File: config.mk
export PLATFORM = sky130hd
export DESIGN_NAME = jhash_core
export DESIGN_NICKNAME = d
export VERILOG_FILES = /design/src/rtl/jhash_pkg.sv /design/src/rtl/jhash_mix_row.sv /design/src/rtl/jhash_core.sv
export SDC_FILE = /design/constraint.sdc
export NUM_CORES = 1
export LEC_CHECK = 0
export CORE_MARGIN = 3
export CORE_UTILIZATION = 45
export CTS_BUF_LIST = sky130_fd_sc_hd__clkbuf_8
export DETAILED_ROUTE_END_ITERATION = 10
export GPL_ROUTABILITY_DRIVEN = 0
export PLACE_DENSITY = 0.67
export SLEW_MARGIN = 10
export SYNTH_ARGS = -nofsm -noshare
export SYNTH_HDL_FRONTEND = slang
export SYNTH_SLANG_ARGS = --single-unit
File: constraint.sdc
create_clock -name clk -period 7.2 [get_ports clk]
set_input_delay 2.16 -clock clk [delete_from_list [all_inputs] [get_ports clk]]
set_output_delay 2.16 -clock clk [all_outputs]
set_load 0.02 [all_outputs]
File: src/rtl/jhash_pkg.sv
// jhash_pkg: shared constants, state encoding and mix shift table for the jhash core
package jhash_pkg;

    localparam logic [31:0] GOLDEN = 32'h9e3779b9;
    localparam int          CNT_W  = 32;

    localparam logic [4:0] SH_A0 = 5'd13, SH_B0 = 5'd8,  SH_C0 = 5'd13;
    localparam logic [4:0] SH_A1 = 5'd12, SH_B1 = 5'd16, SH_C1 = 5'd5;
    localparam logic [4:0] SH_A2 = 5'd3,  SH_B2 = 5'd10, SH_C2 = 5'd15;

    typedef enum logic [2:0] {
        S_IDLE,
        S_MIX,
        S_FIN,
        S_FMIX,
        S_OUT
    } state_t;

    typedef struct packed {
        logic [4:0] sa;
        logic [4:0] sb;
        logic [4:0] sc;
    } shifts_t;

    // Shift amounts for one row of the mix; row 3 never occurs and aliases row 2.
    function automatic shifts_t row_shifts(input logic [1:0] row);
        return (row == 2'd0) ? {SH_A0, SH_B0, SH_C0} :
               (row == 2'd1) ? {SH_A1, SH_B1, SH_C1} :
                               {SH_A2, SH_B2, SH_C2};
    endfunction

endpackage

File: src/rtl/jhash_mix_row.sv
// jhash_mix_row: one combinational row of the lookup2 mix (a, b, c chained in order)
module jhash_mix_row
    import jhash_pkg::*;
(
    input  logic [31:0] i_a,
    input  logic [31:0] i_b,
    input  logic [31:0] i_c,
    input  logic [1:0]  i_row,
    output logic [31:0] o_a,
    output logic [31:0] o_b,
    output logic [31:0] o_c
);

    shifts_t     w_sh;
    logic [31:0] w_a;
    logic [31:0] w_b;

    assign w_sh = row_shifts(i_row);
    assign w_a  = (i_a - i_b - i_c) ^ (i_c >> w_sh.sa);
    assign w_b  = (i_b - i_c - w_a) ^ (w_a << w_sh.sb);
    assign o_c  = (i_c - w_a - w_b) ^ (w_b >> w_sh.sc);
    assign o_a  = w_a;
    assign o_b  = w_b;

endmodule

File: src/rtl/jhash_core.sv
// jhash_core: streaming Jenkins lookup2 (jhash2) word hash with valid/ack in and out
module jhash_core
    import jhash_pkg::*;
(
    input  logic        clk,
    input  logic        rst,
    input  logic [31:0] initval,
    input  logic [31:0] stream_data0,
    input  logic [31:0] stream_data1,
    input  logic [31:0] stream_data2,
    input  logic        stream_valid,
    input  logic        stream_done,
    input  logic [1:0]  stream_left,
    output logic        stream_ack,
    output logic [31:0] hash_out,
    output logic        hash_valid,
    input  logic        hash_ack
);

    state_t             r_state;
    state_t             w_state_n;
    logic [31:0]        r_a, r_b, r_c, r_hash;
    logic [31:0]        w_a_n, w_b_n, w_c_n, w_hash_n;
    logic [CNT_W-1:0]   r_cnt, w_cnt_n;
    logic               r_first, r_fin, r_hvalid;
    logic               w_first_n, w_fin_n, w_hvalid_n;
    logic [1:0]         r_row, w_row_n;

    logic               w_acc;
    logic               w_full;
    logic [31:0]        w_ba, w_bb, w_bc;
    logic [CNT_W-1:0]   w_cnt_sum;
    logic [31:0]        w_ma, w_mb, w_mc;

    assign stream_ack = (r_state == S_IDLE);
    assign hash_out   = r_hash;
    assign hash_valid = r_hvalid;

    // A message's first beat starts from the seed values rather than the running state.
    assign w_acc     = stream_valid && (r_state == S_IDLE);
    assign w_full    = !stream_done || (stream_left == 2'd3);
    assign w_ba      = r_first ? GOLDEN  : r_a;
    assign w_bb      = r_first ? GOLDEN  : r_b;
    assign w_bc      = r_first ? initval : r_c;
    assign w_cnt_sum = r_cnt + CNT_W'(w_full ? 2'd3 : stream_left);

    jhash_mix_row u_mix (
        .i_a   (r_a),
        .i_b   (r_b),
        .i_c   (r_c),
        .i_row (r_row),
        .o_a   (w_ma),
        .o_b   (w_mb),
        .o_c   (w_mc)
    );

    // Next-state and datapath decode: absorb beats in IDLE, step the mix, finalise and hand off.
    always_comb begin
        w_state_n  = r_state;
        w_a_n      = r_a;
        w_b_n      = r_b;
        w_c_n      = r_c;
        w_cnt_n    = r_cnt;
        w_first_n  = r_first;
        w_fin_n    = r_fin;
        w_row_n    = r_row;
        w_hash_n   = r_hash;
        w_hvalid_n = r_hvalid;
        case (r_state)
            S_IDLE: begin
                if (w_acc) begin
                    w_first_n = 1'b0;
                    w_row_n   = 2'd0;
                    w_cnt_n   = w_cnt_sum;
                    if (w_full) begin
                        w_a_n     = w_ba + stream_data0;
                        w_b_n     = w_bb + stream_data1;
                        w_c_n     = w_bc + stream_data2;
                        w_fin_n   = stream_done;
                        w_state_n = S_MIX;
                    end else begin
                        w_a_n     = w_ba + ((stream_left >= 2'd1) ? stream_data0 : 32'd0);
                        w_b_n     = w_bb + ((stream_left >= 2'd2) ? stream_data1 : 32'd0);
                        w_c_n     = w_bc + (32'(w_cnt_sum) << 2);
                        w_state_n = S_FMIX;
                    end
                end
            end
            S_MIX: begin
                w_a_n   = w_ma;
                w_b_n   = w_mb;
                w_c_n   = w_mc;
                w_row_n = r_row + 2'd1;
                if (r_row == 2'd2) begin
                    w_row_n   = 2'd0;
                    w_state_n = r_fin ? S_FIN : S_IDLE;
                end
            end
            S_FIN: begin
                w_c_n     = r_c + (32'(r_cnt) << 2);
                w_fin_n   = 1'b0;
                w_row_n   = 2'd0;
                w_state_n = S_FMIX;
            end
            S_FMIX: begin
                w_a_n   = w_ma;
                w_b_n   = w_mb;
                w_c_n   = w_mc;
                w_row_n = r_row + 2'd1;
                if (r_row == 2'd2) begin
                    w_row_n    = 2'd0;
                    w_hash_n   = w_mc;
                    w_hvalid_n = 1'b1;
                    w_state_n  = S_OUT;
                end
            end
            S_OUT: begin
                if (hash_ack && r_hvalid) begin
                    w_hvalid_n = 1'b0;
                    w_first_n  = 1'b1;
                    w_cnt_n    = '0;
                    w_state_n  = S_IDLE;
                end
            end
            default: w_state_n = S_IDLE;
        endcase
    end

    // State register.
    always_ff @(posedge clk or posedge rst) begin
        if (rst) r_state <= S_IDLE;
        else     r_state <= w_state_n;
    end

    // Hash working registers, counters and output holding register.
    always_ff @(posedge clk or posedge rst) begin
        if (rst) begin
            r_a      <= GOLDEN;
            r_b      <= GOLDEN;
            r_c      <= '0;
            r_cnt    <= '0;
            r_first  <= 1'b1;
            r_fin    <= 1'b0;
            r_row    <= 2'd0;
            r_hash   <= '0;
            r_hvalid <= 1'b0;
        end else begin
            r_a      <= w_a_n;
            r_b      <= w_b_n;
            r_c      <= w_c_n;
            r_cnt    <= w_cnt_n;
            r_first  <= w_first_n;
            r_fin    <= w_fin_n;
            r_row    <= w_row_n;
            r_hash   <= w_hash_n;
            r_hvalid <= w_hvalid_n;
        end
    end

endmodule

==> results.tsv <==
metric	value	unit
M1 wire length	38030	um
setup ws final	-0.3415	ns
failing checks	setup timing	
area share of and/or/nand/nor cells after synthesis	0.1697	
Post-synth EDFFs	0	
Synth top cells by count	300 x nand2_1, 277 x a21oi_1, 268 x ha_1, 257 x o21ai_0, 236 x nor2_1	
top routing layer in use	met4	
drt initial violations	2310	
RSZ-0062 raised after global routing	yes	
Post-Layout Cell Count	4591	
post-synthesis sequential area ratio	0.1639	
Top delay family on crit path	compound AO/OA/AOI/OAI gates	
period utilisation layout	1.047	
Fillers	5204	
WP data arrival	8.02	ns
routed vias	26580	
CP Depth	32	
multi-input logic area	0.02124	mm2
hold depth	2	
Die Height	244.8	um
crit start category	flip-flop	
PortBufs	168	
vias in the first global route	25250	
CP Data Required Time	7.68	ns
largest area contributor in the netlist	ha_1	
adder-cell share of the synthesized area	0.1954	
main combinational cell family by area after synthesis	compound AO/OA/AOI/OAI gates	
Clock transition at path regs	0.11	ns
CTS buffer count	17	
Met2 Wirelength	42430	um
Placed Cells incl. Taps	4522	
drt drc	0	
maxcap violations	0	
most frequent CP cell	a21oi_2	
flip-flop and latch area	0.004212	mm2
multiplexer share of the synthesized area	0.01980	
Clock Skews	0.01846	ns
top cells by area, synth	ha_1 13%, dfrtp_1 12%, xnor2_1 7.6%	
most frequent cell after synthesis	nand2_1	
Compound-Gate Fraction of Synth Area	0.2746	
CP bufs+invs	3	
Yosys reg bits	166	
Setup-failing EPs final	21	
Slew headroom	0.2462	
CP endpoint kind	flip-flop	
worst hold slack	0.4928	ns
xor and xnor fraction of the mapped netlist area	0.1247	
Fmax	0.1326	GHz
Largest stage delay, worst path	0.54	ns
via/cell ratio	5.790	
WS Path Type	reg -> reg	
largest net degree at the start of global routing	93	
Core ar.	0.05574	mm2
Yosys top cell area share	0.1307	
Final nets	4315	
min Tclk post-route	7.541	ns
Post-synth ARST share	1.000	
Ys Warns	0	
WL met3	6261	um
grt ovf	0	
CP max stage cell	dfstp_2	
Top Ports	169	
share of post-route cells with drive strength above 1	0.2194	
root buffer cell	clkbuf_8	
Starting Density	0.4604	
Post-Syn Nets	3755	
Main synth FF type	dfrtp_1	
Slew @ Worst Pin	1.116	ns
WL final	93030	um
Avg WL per Cell	20.26	um
Syn-to-layout area delta	29.08	%
final hold vios	0	
synth unique cells	106	
Max clock buf depth	2	
Final Slew Violations	0	
htree depth	4	
clk_lat worst skew	0.60	ns
initial antenna violation count	0	
final core occ	0.5943	
# clock sinks	166	
Max FO, Critical Path	4	
status	complete, but fails checks	
total track usage	0.3017	
DP HPWL	74140	um
TritonCTS clock tree	built	
first-pass GRT wire length	140200	um
die area	0.05992	mm2
post-synthesis cell count	3269	
DRT Pass-1 Iters	6	
dpl ws	-0.3194	ns
hold crit path type	reg -> reg	
antenna-violating nets left	0	
average size of a mapped cell	7.850	um2
# rows	86	
FF-to-FF path depth	32	
die width	244.8	um
Mapped Area	0.02566	mm2
kinds of logic after synthesis:
group,after synthesis
muxes,49
AOI/OAI and AO/OA,1093
and+or+nand+nor,916
DFF,166
buffers and inverters,344
adders and majority gates,351
xor gates and xnor gates,350
registers in the layout, indices dropped and copies added (netlist names):
register and count:
r_fin 1, r_state 3, r_a 32, hash_out 32, r_row 2, r_first 1
hash_valid 1, r_c 32, r_cnt 30, r_b 32
worst reg2reg max path: cells and delay by family, from the launching register on:
family / cells / cell delay [ns]
flip-flops: 1 / 0.54
adder cells (fa/ha/maj): 6 / 2.12
buffers and inverters: 3 / 0.24
AND/OR/NAND/NOR: 4 / 1.04
XOR/XNOR: 3 / 0.50
multiplexers: 2 / 0.59
AO/OA/AOI/OAI: 14 / 2.39
per-stage QoR:
stage	cell area, um2	setup TNS [ns]
global route	33120	-11.28
finish	33120	-2.825
global placement	31570	-1.874
CTS	32600	-0.8871
detailed placement	31570	-3.826
floorplan	25890	-0.1915
layer usage:
metal  vias to the layer above  track usage
met5                         -            0
met1                     12570       0.3786
met3                       258      0.04566
li1                      12780            -
met2                       968       0.4916
met4                         0       0.1804
repair_timing:
item / in CTS / in global routing
pin swaps: 50 / 34
hold buffers: 0 / 0
resized for setup: 72 / 77
cloned: 0 / 0
buffers inserted: 27 / 11
endpoints found under the setup margin: 26 / 34
final timing paths:
kind                              start           end  slack (ns)
setup / recovery                 r_b[4]  hash_out[31]       -0.34
hold / removal             hash_out[12]  hash_out[12]        0.49
setup reg to reg                 r_b[4]  hash_out[31]       -0.34
hold reg to reg            hash_out[12]  hash_out[12]        0.49
max in group asynchronous           rst  hash_out[22]        4.28
min in group asynchronous           rst        r_b[9]        1.89
area by class of cell:
class	instances	share of cell area
tap	748	0.02826
clock buffer	18	0.007479
multi-input combinational	2759	0.6412
antenna	1	0.00007555
timing repair buffer	665	0.1650
sequential	166	0.1271
inverter	220	0.02512
clock inverter	14	0.005666
cell usage in the layout, fill, tap and decap left out, drive strengths merged, types with 42 or more instances in the layout:
cell type,n
buf,497
nand2,301
o21ai,294
a21oi,282
ha,268
nor2,239
xnor2,232
inv,226
clkdlybuf4s50,168
dfrtp,125
a21o,118
xor2,115
fa,83
nand3,69
nor2b,61
or2,49
a211oi,44
o21bai,43
and2,42
Power is left out: the tool's default activity adds up to more than one toggle a clock period on the data nets, which glitch-free logic cannot reach.
